<file path="config.mk">
export PLATFORM = sky130hd
export DESIGN_NAME = wb_op_sequencer
export DESIGN_NICKNAME = d
export VERILOG_FILES = /design/src/rtl/wb_op_sequencer.sv
export SDC_FILE = /design/constraint.sdc
export NUM_CORES = 1
export LEC_CHECK = 0
export ABC_AREA = 1
export ABC_CLOCK_PERIOD_IN_PS = 4050
export CAP_MARGIN = 10
export CORE_MARGIN = 5
export CORE_UTILIZATION = 48
export DETAILED_ROUTE_END_ITERATION = 6
export PLACE_DENSITY = 0.87
export SLEW_MARGIN = 0
export SYNTH_ARGS = -nofsm -noshare
export SYNTH_HDL_FRONTEND = slang
export SYNTH_SLANG_ARGS = --single-unit
</file>
<file path="constraint.sdc">
create_clock -name clk -period 4.05 [get_ports clk]
set_input_delay 0.81 -clock clk [delete_from_list [all_inputs] [get_ports clk]]
set_output_delay 0.81 -clock clk [all_outputs]
set_load 0.01 [all_outputs]
</file>
<file path="src/rtl/wb_op_sequencer.sv">
// Writeback-side sequencer for TLB and cache maintenance ops: stalls the pipeline,
// drives the TLB/cache request ports, then issues a one-cycle refetch redirect to PC+4.
module wb_op_sequencer #(
    parameter int unsigned WDOG_MAX = 255
) (
    input  logic        clk,
    input  logic        reset,
    input  logic        req_valid,
    input  logic [31:0] req_pc,
    input  logic [2:0]  req_tlb_op,
    input  logic        req_cache_en,
    input  logic        req_cache_sel,
    input  logic [2:0]  req_cache_code,
    input  logic [31:0] req_vaddr,
    input  logic [31:0] req_paddr,
    output logic        busy,
    output logic [2:0]  tlb_req,
    input  logic        tlb_done,
    output logic        ic_op_valid,
    output logic        dc_op_valid,
    input  logic        ic_op_ready,
    input  logic        dc_op_ready,
    input  logic        ic_op_done,
    input  logic        dc_op_done,
    output logic [2:0]  cache_code,
    output logic [31:0] cache_vaddr,
    output logic [31:0] cache_paddr,
    output logic        redirect_valid,
    output logic [31:0] redirect_pc,
    output logic        wdog_err
);

    typedef enum logic [2:0] {
        IDLE,
        TLB,
        CREQ,
        CWAIT,
        REDIR,
        HOLD
    } state_t;

    // The wait state aborts on the cycle the count would reach WDOG_MAX.
    localparam logic [7:0] WDOG_LAST = 8'(WDOG_MAX - 1);

    state_t      state_q;
    logic [7:0]  wdog_cnt_q;
    logic        cache_en_q;
    logic        cache_sel_q;
    logic [2:0]  tlb_req_q;
    logic        ic_valid_q;
    logic        dc_valid_q;
    logic [2:0]  cache_code_q;
    logic [31:0] cache_vaddr_q;
    logic [31:0] cache_paddr_q;
    logic        redirect_valid_q;
    logic [31:0] redirect_pc_q;
    logic        wdog_err_q;

    logic sel_ready;
    logic sel_done;
    logic wdog_hit;

    assign sel_ready = cache_sel_q ? dc_op_ready : ic_op_ready;
    assign sel_done  = cache_sel_q ? dc_op_done  : ic_op_done;
    assign wdog_hit  = (wdog_cnt_q == WDOG_LAST);

    always_ff @(posedge clk) begin
        if (reset) begin
            state_q          <= IDLE;
            wdog_cnt_q       <= '0;
            cache_en_q       <= 1'b0;
            cache_sel_q      <= 1'b0;
            tlb_req_q        <= '0;
            ic_valid_q       <= 1'b0;
            dc_valid_q       <= 1'b0;
            cache_code_q     <= '0;
            cache_vaddr_q    <= '0;
            cache_paddr_q    <= '0;
            redirect_valid_q <= 1'b0;
            redirect_pc_q    <= '0;
            wdog_err_q       <= 1'b0;
        end else begin
            redirect_valid_q <= 1'b0;
            case (state_q)
                IDLE: begin
                    if (req_valid) begin
                        redirect_pc_q <= req_pc + 32'd4;
                        cache_en_q    <= req_cache_en;
                        cache_sel_q   <= req_cache_sel;
                        cache_code_q  <= req_cache_code;
                        cache_vaddr_q <= req_vaddr;
                        cache_paddr_q <= req_paddr;
                        wdog_cnt_q    <= '0;
                        if (req_tlb_op != 3'b000) begin
                            state_q   <= TLB;
                            tlb_req_q <= req_tlb_op;
                        end else if (req_cache_en) begin
                            state_q    <= CREQ;
                            ic_valid_q <= ~req_cache_sel;
                            dc_valid_q <= req_cache_sel;
                        end else begin
                            state_q          <= REDIR;
                            redirect_valid_q <= 1'b1;
                        end
                    end
                end
                TLB: begin
                    if (tlb_done) begin
                        tlb_req_q  <= '0;
                        wdog_cnt_q <= '0;
                        if (cache_en_q) begin
                            state_q    <= CREQ;
                            ic_valid_q <= ~cache_sel_q;
                            dc_valid_q <= cache_sel_q;
                        end else begin
                            state_q          <= REDIR;
                            redirect_valid_q <= 1'b1;
                        end
                    end else if (wdog_hit) begin
                        tlb_req_q        <= '0;
                        wdog_err_q       <= 1'b1;
                        state_q          <= REDIR;
                        redirect_valid_q <= 1'b1;
                    end else begin
                        wdog_cnt_q <= wdog_cnt_q + 8'd1;
                    end
                end
                CREQ: begin
                    if (sel_ready) begin
                        ic_valid_q <= 1'b0;
                        dc_valid_q <= 1'b0;
                        wdog_cnt_q <= '0;
                        if (sel_done) begin
                            state_q          <= REDIR;
                            redirect_valid_q <= 1'b1;
                        end else begin
                            state_q <= CWAIT;
                        end
                    end else if (wdog_hit) begin
                        ic_valid_q       <= 1'b0;
                        dc_valid_q       <= 1'b0;
                        wdog_err_q       <= 1'b1;
                        state_q          <= REDIR;
                        redirect_valid_q <= 1'b1;
                    end else begin
                        wdog_cnt_q <= wdog_cnt_q + 8'd1;
                    end
                end
                CWAIT: begin
                    if (sel_done) begin
                        state_q          <= REDIR;
                        redirect_valid_q <= 1'b1;
                    end else if (wdog_hit) begin
                        wdog_err_q       <= 1'b1;
                        state_q          <= REDIR;
                        redirect_valid_q <= 1'b1;
                    end else begin
                        wdog_cnt_q <= wdog_cnt_q + 8'd1;
                    end
                end
                REDIR: begin
                    state_q <= HOLD;
                end
                HOLD: begin
                    // Wait for writeback to retire the op so it is not accepted twice.
                    if (!req_valid) begin
                        state_q <= IDLE;
                    end
                end
                default: begin
                    state_q <= IDLE;
                end
            endcase
        end
    end

    assign busy           = ((state_q != IDLE) && (state_q != HOLD)) ||
                            ((state_q == IDLE) && req_valid);
    assign tlb_req        = tlb_req_q;
    assign ic_op_valid    = ic_valid_q;
    assign dc_op_valid    = dc_valid_q;
    assign cache_code     = cache_code_q;
    assign cache_vaddr    = cache_vaddr_q;
    assign cache_paddr    = cache_paddr_q;
    assign redirect_valid = redirect_valid_q;
    assign redirect_pc    = redirect_pc_q;
    assign wdog_err       = wdog_err_q;

endmodule

</file>
After elaboration in Yosys (flattened, before gate mapping) --
Cells that the tools add are included.
Storage, ports and cells: output and inout bits 107, bits of input ports 112, flip-flop bits (word level) 119, word-level logic and storage cells 105
Cells by class: reductions and logical operators 16, add/sub/neg operators 2, equality and inequality tests 19, multiplexer cells 53, bitwise operators 2
Operators by type and width (count):
- 3-bit two-way mux | 14
- 8-bit two-way mux | 5
- 32-bit by 3-bit adder with 32-bit output, second input constant | 1
- 8-bit case mux with 4 select lines | 1
- 1-bit two-way mux | 27
- 2-bit != test, second input constant | 10
- 3-bit case mux with 6 select lines | 1
- 3-bit nonzero test | 4
- 3-bit != test, second input constant | 3
- 1-bit case mux with 3 select lines | 3
- 8-bit by 1-bit adder with 8-bit output, second input constant | 1
- 8-bit == test, second input constant | 1
- 4-bit AND reduction | 2
- 7-bit AND reduction | 1
- 3-bit by 2-bit == test with 1-bit output, second input constant | 2
- 3-bit == test, second input constant | 2
- 3-bit case mux with 2 select lines | 1
- 1-bit case mux with 4 select lines | 1
- 2-bit AND reduction | 2
- 4-bit nonzero test | 1
- 3-bit by 1-bit == test with 1-bit output, second input constant | 1
- 3-bit logical NOT | 1
- 3-bit AND reduction | 1
- 1-bit logical AND | 2
- other kinds (3) | 4

Logic depth before layout (Yosys ltp) --
Gate-level depths: netlist of the first run.
word-level depth 5, mapped depth 12, gate-level depth less buffers 12

Worst setup path before layout of the first run --
No wires, ideal clock.
path kind input port to output port, start point input req_valid, end point output busy, arrival 1.168 ns, stages 4, setup slack 2.072 ns, cells stage by stage inv_1 > nand3_2 > inv_1 > nor2_1
Between the ends: word-level cells in the longest chain between the ends 2
Ends and longest elaborated chain:
- from (decl) | line 8 | input logic req_valid,
- 1-bit logical AND | line 178 | ((state_q == IDLE) && req_valid);
- 1-bit logical OR | line 177 | assign busy = ((state_q != IDLE) && (state_q != HOLD)) ||
- to (decl) | line 16 | output logic busy,
No other way between the ends.

Final worst setup path of the first run --
Ends and elaborated chain as after synthesis.

==> metrics.md, run 1 <==
| Metric | Value |
|---|---|
| Status | finished clean |
| Synth top area share | 41.9% |
| Netlist Area Pre-Place | 5680 µm² |
| Met3 WL post-DR | ~1.2 mm |
| Per-cell routed wire length | 14.4 µm |
| Area contributors post-synth | dfxtp_1 (42%), nand2_1 (21%), a21oi_1 (8.5%) |
| Final Max Slew Viols | 0 |
| Gpl congestion | 0.903 |
| Actual slew at the worst max-slew pin | 1.02 ns |
| Critical Path Start Type | input port |
| Post-CTS Hold Buffers | 0 |
| Worst Path Arrival | roughly 2.3 ns |
| Fin area | 8470 µm² |
| RSZ-0062 raised after global routing | no |
| Die ar. | 14100 µm² |
| Clock slew at reported path FFs | 0.05 ns |
| Initial core utilization | ~49% |
| Worst R2R Start | state_q[0] |
| Total wire length after detailed routing | approximately 18 mm |
| Antenna diode count | 0 |
| Synth warn | 0 |
| Largest net degree at the start of global routing | 85 |
| Post-DP HPWL | 12.7 mm |
| Gr ovfl total | 0 |
| Port buffer count | 218 |
| Skew final | slightly above 0.005 ns |
| Pwr dens | 447 nW/µm² |
| Setup TNS | 0 ns |
| Htree depth | 4 |
| Cell at the root of the clock tree | clkbuf_16 |
| CP Capture Point | busy |
| Synthesis-to-layout area growth | 49.1% |
| Via-to-Cell Ratio | just over 5 |
| FF-to-FF End | redirect_pc[10] |
| Cell Rows | 39 |
| FMAX | around 320 MHz |
| Flop-to-flop setup slack | 1.99 ns |
| Headroom to the max-slew limit | 31.9% |
| Worst reg-to-reg path cell count | 9 |
| CTS tree | done |
| #FFs+latches synth | 119 |
| Wire length on met1 | 7.00 mm |
| Min Tclk post-route | 3.10 ns |
| Fin crit share | 76.5% |
| Placed cell area | 7870 µm² |
| Io pins | 219 |
| Die width | 119 µm |
| DR vias | about 6.2k |
| Worst-Skew Late Latency | between 0.4 and 0.5 ns |
| Iteration-0 DRC Markers | 387 |
| Detail Route met2 WL | 8.77 mm |
| Fillers | 941 |
| Register area share after synthesis | 41.9% |
| Crit. Startpoint | req_valid |
| Final hold violation count | 0 |
| Share of cells above drive strength 1 | under 10% |
| Final count of negative-setup-slack endpoints | 0 |
| Die Y | 119 µm |
| CTS Buf Count | 17 |
| Sink Count | 119 |
| CP Data Required Time | 3.24 ns |
| Global-route wire length before repair | 27.5 mm |
| Mapped Cells | 855 |
| Max Cap Violations | 0 |
| VDD IR max | about 0.25 mV |
| Average cell area after synthesis | 6.64 µm² |
| Initial DRT Pass Iterations | 5 |
| Antenna Nets Post-Route | 0 |
| Hold crit path type | reg -> reg |
| Bufs on Longest Clock Path | 2 |
| Mapped Nets | 970 |
| Post-CTS Setup Bufs | 0 |
| Netlist cell types | 29 |
| DRC viols | 0 |
| Crit end category | output pin |
| Critical path class | in -> out |
| Initial antenna violation count | 0 |
| Area leader, netlist | dfxtp_1 |
| Leakage power | 0.00358 µW |
| Vias in the first global route | about 5.6k |
| CP max FO | 8 |
| GRT Util Overall | 24.2% |
| CTS resizes | 0 |
| Top Metal Used | met4 |
| CORE AREA | ~12000 µm² |
| # nets final | 1176 |
==> kinds of logic (layout without fill, tap and decap cells) <==
kind of cell / count (synthesis) / after routing / share of synthesized area [%]
xor+xnor: 6 / 6 / 0.925
simple gates: 467 / 467 / 33.6
compound gates: 146 / 146 / 13.9
buf+inv: 114 / 333 / 8.94
flops: 119 / 119 / 41.9
fa+ha+maj: 3 / 3 / 0.661
==> worst min path at each step <==
stage	start	end	slack (ns)	cells past startpoint
floorplan	cache_en_q	cache_en_q	0.44	2
global placement	cache_vaddr[8]	cache_vaddr[8]	0.45	2
global route	cache_vaddr[2]	cache_vaddr[2]	0.48	2
CTS	redirect_pc[1]	redirect_pc[1]	0.46	2
finish	tlb_req[2]	tlb_req[2]	0.46	2
detailed placement	tlb_req[1]	tlb_req[1]	0.45	2
==> cell usage after synthesis <==
master,instances
o21ai_0,25
inv_2,4
ha_1,3
o21ai_1,1
clkbuf_1,18
xnor2_1,3
nand4_1,10
clkinv_1,1
inv_1,74
o21bai_1,2
nor2_1,78
a21oi_2,1
nand3_1,50
nand3b_1,3
dfxtp_1,119
or2_2,5
nor2_4,2
nand2_4,1
o21a_1,20
nand2_1,311
nor2_2,1
nand3_2,2
buf_4,1
a21oi_1,97
nand2_2,3
buf_6,9
xor2_1,3
nor3_1,1
buf_2,7
==> registers in the layout (all words and copies together), names as in the netlist <==
name	flops
cache_paddr	32
cache_vaddr	32
redirect_pc	32
wdog_cnt_q	8
cache_code	3
state_q	3
tlb_req	3
cache_en_q	1
cache_sel_q	1
dc_op_valid	1
ic_op_valid	1
redirect_valid	1
wdog_err	1
==> layer usage <==
metal  GRT usage (%)  vias up
li1                -     3137
met1            26.3     2793
met2            43.8      210
met3            6.78       38
met4            10.5        0
met5               0        -
==> layout make-up <==
class | instances | area [µm²] | area share [%]
Sequential cell | 119 | 2380 | 28.1
Clock inverter | 7 | 118 | 1.39
Inverter | 79 | 298 | 3.51
Tap cell | 143 | 179 | 2.11
Clock buffer | 25 | 485 | 5.73
Timing Repair Buffer | 222 | 2220 | 26.2
Multi-Input combinational cell | 622 | 2790 | 32.9
==> cell usage in the layout (no fill, tap or decap), types with 2 or more instances in the layout <==
master / n
o21a_1: 20
nand2_1: 311
nor2_4: 2
clkinv_2: 2
clkbuf_16: 17
or2_2: 5
o21bai_1: 2
inv_1: 74
buf_4: 3
nand3_2: 2
dfxtp_1: 119
o21ai_0: 25
inv_2: 3
a21oi_1: 97
xnor2_1: 3
nor2_1: 78
nand2_2: 3
clkbuf_8: 3
nand3_1: 50
clkinvlp_4: 3
xor2_1: 3
clkbuf_1: 5
ha_1: 3
clkdlybuf4s50_1: 217
bufinv_16: 3
nand4_1: 10
nand3b_1: 3
==> power by group <==
part	internal (µW)	switching [µW]
Clock	1020	510
Sequential	1300	72.7
Combinational	434	459
Total	2750	1040
==> per-stage QoR <==
step | instances | total power, µW | setup slack [ns] | hold slack [ns] | utilization [%]
after floorplan | 855 | 1850 | 2.07 | 0.444 | -
after global placement | 1185 | 2270 | 0.967 | 0.451 | 68.3
after detailed placement | 1185 | 2290 | 0.952 | 0.453 | 68.3
after CTS | 1217 | 3820 | 0.951 | 0.462 | 73.6
after global routing | 1217 | 3970 | 0.862 | 0.478 | 73.6
final | 1217 | 3790 | 0.952 | 0.461 | 73.6
==> critical path, cell delays in order <==
cell and delay [ns]:
clkdlybuf4s50_1 0.57, inv_1 0.07, nand3_2 0.15, inv_1 0.06, nor2_1 0.08, clkdlybuf4s50_1 0.54
Power figures use the tool's default switching activity.
==> inputs of run 2 (changes only) <==
ABC_CLOCK_PERIOD_IN_PS = 3100   (was 4050)
CORE_UTILIZATION = 44   (was 48)
PLACE_DENSITY = 0.8   (was 0.87)
clock period = 3.1 ns   (was 4.05 ns; I/O delays follow)
==> run 2 against run 1 <==
Net effect: total power rose by 32%; largest cell class unchanged; sequential share of layout area fell by 0.29 points; global-route usage is 1.3 points lower; worst setup slack got worse by 0.57 ns; worst hold slack worse by 0.00054 ns; critical path type unchanged; sequential power increased by 31%; core utilization shrank 5.7 points; clock power grew 34%; via count down 1.8%; non-clock buffer count rose by 2; design area increased by 1.0%.
==> metrics.md, run 2 (synthesis gave the netlist of run 1 again) <==
| Metric | Value |
|---|---|
| Status | finished clean |
| Per-cell routed wire length | 14.1 µm (-1.8%) |
| Final count of negative-setup-slack endpoints | 0 (unchanged) |
| Via-to-Cell Ratio | 4.86 (-4.3%) |
| Clock slew at reported path FFs | 0.05 ns (about the same) |
| Dpl cells | 1216 (+2.6%) |
| Post-CTS Hold Buffers | 0 (unchanged) |
| FMAX | 368 MHz |
| Die width | 124 µm (+4.1%) |
| Crit end category | output pin |
| Actual slew at the worst max-slew pin | 0.841 ns (-0.174 ns) |
| Bufs on Longest Clock Path | 2 (unchanged) |
| CP Data Required Time | 2.48 ns (-0.76 ns) |
| Post-CTS Setup Bufs | 0 (unchanged) |
| DRC viols | 0 (unchanged) |
| Synthesis-to-layout area growth | 50.7% |
| Cell at the root of the clock tree | clkbuf_16 |
| CTS tree | done |
| Final hold violation count | 0 (unchanged) |
| Critical path class | in -> out |
| Worst-Skew Late Latency | 0.42 ns (about the same) |
| CORE AREA | 12600 µm² (+9.6%) |
| GRT Util Overall | 22.8% (-1.3 points) |
| Most frequent cells in the layout | nand2_1 (311), clkdlybuf4s50_1 (217), dfxtp_1 (119), a21oi_1 (97), nor2_1 (78) |
| Io pins | 219 (unchanged) |
| Sink Count | 119 (unchanged) |
| Die Y | 124 µm (+4.1%) |
| Gpl congestion | 0.985 (+9.1%) |
| # nets final | 1178 (+0.17%) |
| Worst Path Arrival | 2.10 ns (-0.19 ns) |
| Commonest non-fill, non-tap cell in the layout | nand2_1 |
| Antenna diode count | 0 (unchanged) |
| Headroom to the max-slew limit | 43.9% (+12 points) |
| CTS resizes | 0 (unchanged) |
| Final Max Slew Viols | 0 (unchanged) |
| Critical Path Start Type | input port |
| CTS Buf Count | 17 (unchanged) |
| Antenna Nets Post-Route | 0 (unchanged) |
| CP max FO | 8 (unchanged) |
| Final non-filler cell total | 1248 (+2.5%) |
| Port buffer count | 218 (unchanged) |
| Vias in the first global route | 5781 (+2.6%) |
| Cell Rows | 41 (+5.1%) |
| Fin crit share | a little under 90% |
| Fillers | 1105 (+17%) |
| Skew final | 0.00774 ns (+0.00265 ns) |
| Initial DRT Pass Iterations | 5 (unchanged) |
| Largest net degree at the start of global routing | 82 (-3.5%) |
| Min Tclk post-route | 2.72 ns |
| Share of cells above drive strength 1 | 5.20% (+0.46 points) |
| Htree depth | 4 (unchanged) |
| VDD IR max | 0.367 mV (+46%) |
| Setup TNS | 0 ns (unchanged) |
| Leakage power | 0.00361 µW (+0.77%) |
| Die ar. | 15300 µm² (+8.3%) |
| Iteration-0 DRC Markers | 333 (-14%) |
| Global-route wire length before repair | 27.3 mm (-0.85%) |
| Total wire length after detailed routing | 17.6 mm (+0.73%) |
| Initial core utilization | 45.0% (-4.3 points) |
| Initial antenna violation count | 0 (unchanged) |
| Hold crit path type | reg -> reg |
| Max Cap Violations | 0 (unchanged) |
| RSZ-0062 raised after global routing | no |
| Fin area | 8560 µm² (+1.0%) |
| Gr ovfl total | 0 (unchanged) |
| Placed cell area | 7930 µm² (+0.81%) |
| DR vias | 6066 (-1.8%) |
| Pwr dens | 586 nW/µm² (+31%) |
| Post-DP HPWL | 12.9 mm (+1.8%) |
==> run 2: where the power goes <==
part	internal, µW	switching [µW]
clock network	1350	691
logic	570	606
registers	1700	94.1
total	3620	1390
==> run 2: cell type report <==
class	count	area [µm²]	share of cell area, %
multi-input combinational	622	2790	32.6
sequential	119	2380	27.8
timing repair buffer	224	2250	26.3
clock buffer	23	488	5.70
inverter	79	298	3.48
tap	172	215	2.51
clock inverter	9	139	1.62
==> run 2: stage by stage <==
stage	total power, µW	utilization (%)	setup slack (ns)	hold slack [ns]
3_3_place_gp	2980	62.9	0.396	0.448
6_report	5010	67.8	0.381	0.461
4_1_cts	5060	67.8	0.378	0.463
5_1_grt	5260	67.8	0.277	0.482
3_5_place_dp	3000	62.9	0.375	0.455
2_1_floorplan	2420	-	1.38	0.444
==> run 2: final timing paths <==
kind                        from              end  slack (ns)  cells past startpoint
hold reg to reg   cache_vaddr[8]   cache_vaddr[8]        0.46                      2
setup reg to reg      state_q[0]  cache_paddr[25]        1.11                      7
setup / recovery       req_valid             busy        0.38                      6
hold / removal    cache_vaddr[8]   cache_vaddr[8]        0.46                      2
==> run 2: per-layer routing <==
| layer | up-vias | wire length (µm) | GRT usage (%) |
|---|---|---|---|
| li1 | 3125 | - | - |
| met5 | - | 0 | 0 |
| met4 | 0 | 366 | 7.82 |
| met2 | 194 | 8920 | 41.6 |
| met1 | 2715 | 7050 | 24.7 |
| met3 | 32 | 1300 | 7.49 |
==> run 2: worst max-delay path: stages <==
cell	delay (ns)
clkdlybuf4s50_1	0.57
inv_1	0.08
nand3_2	0.16
inv_1	0.06
nor2_1	0.08
clkdlybuf4s50_1	0.53
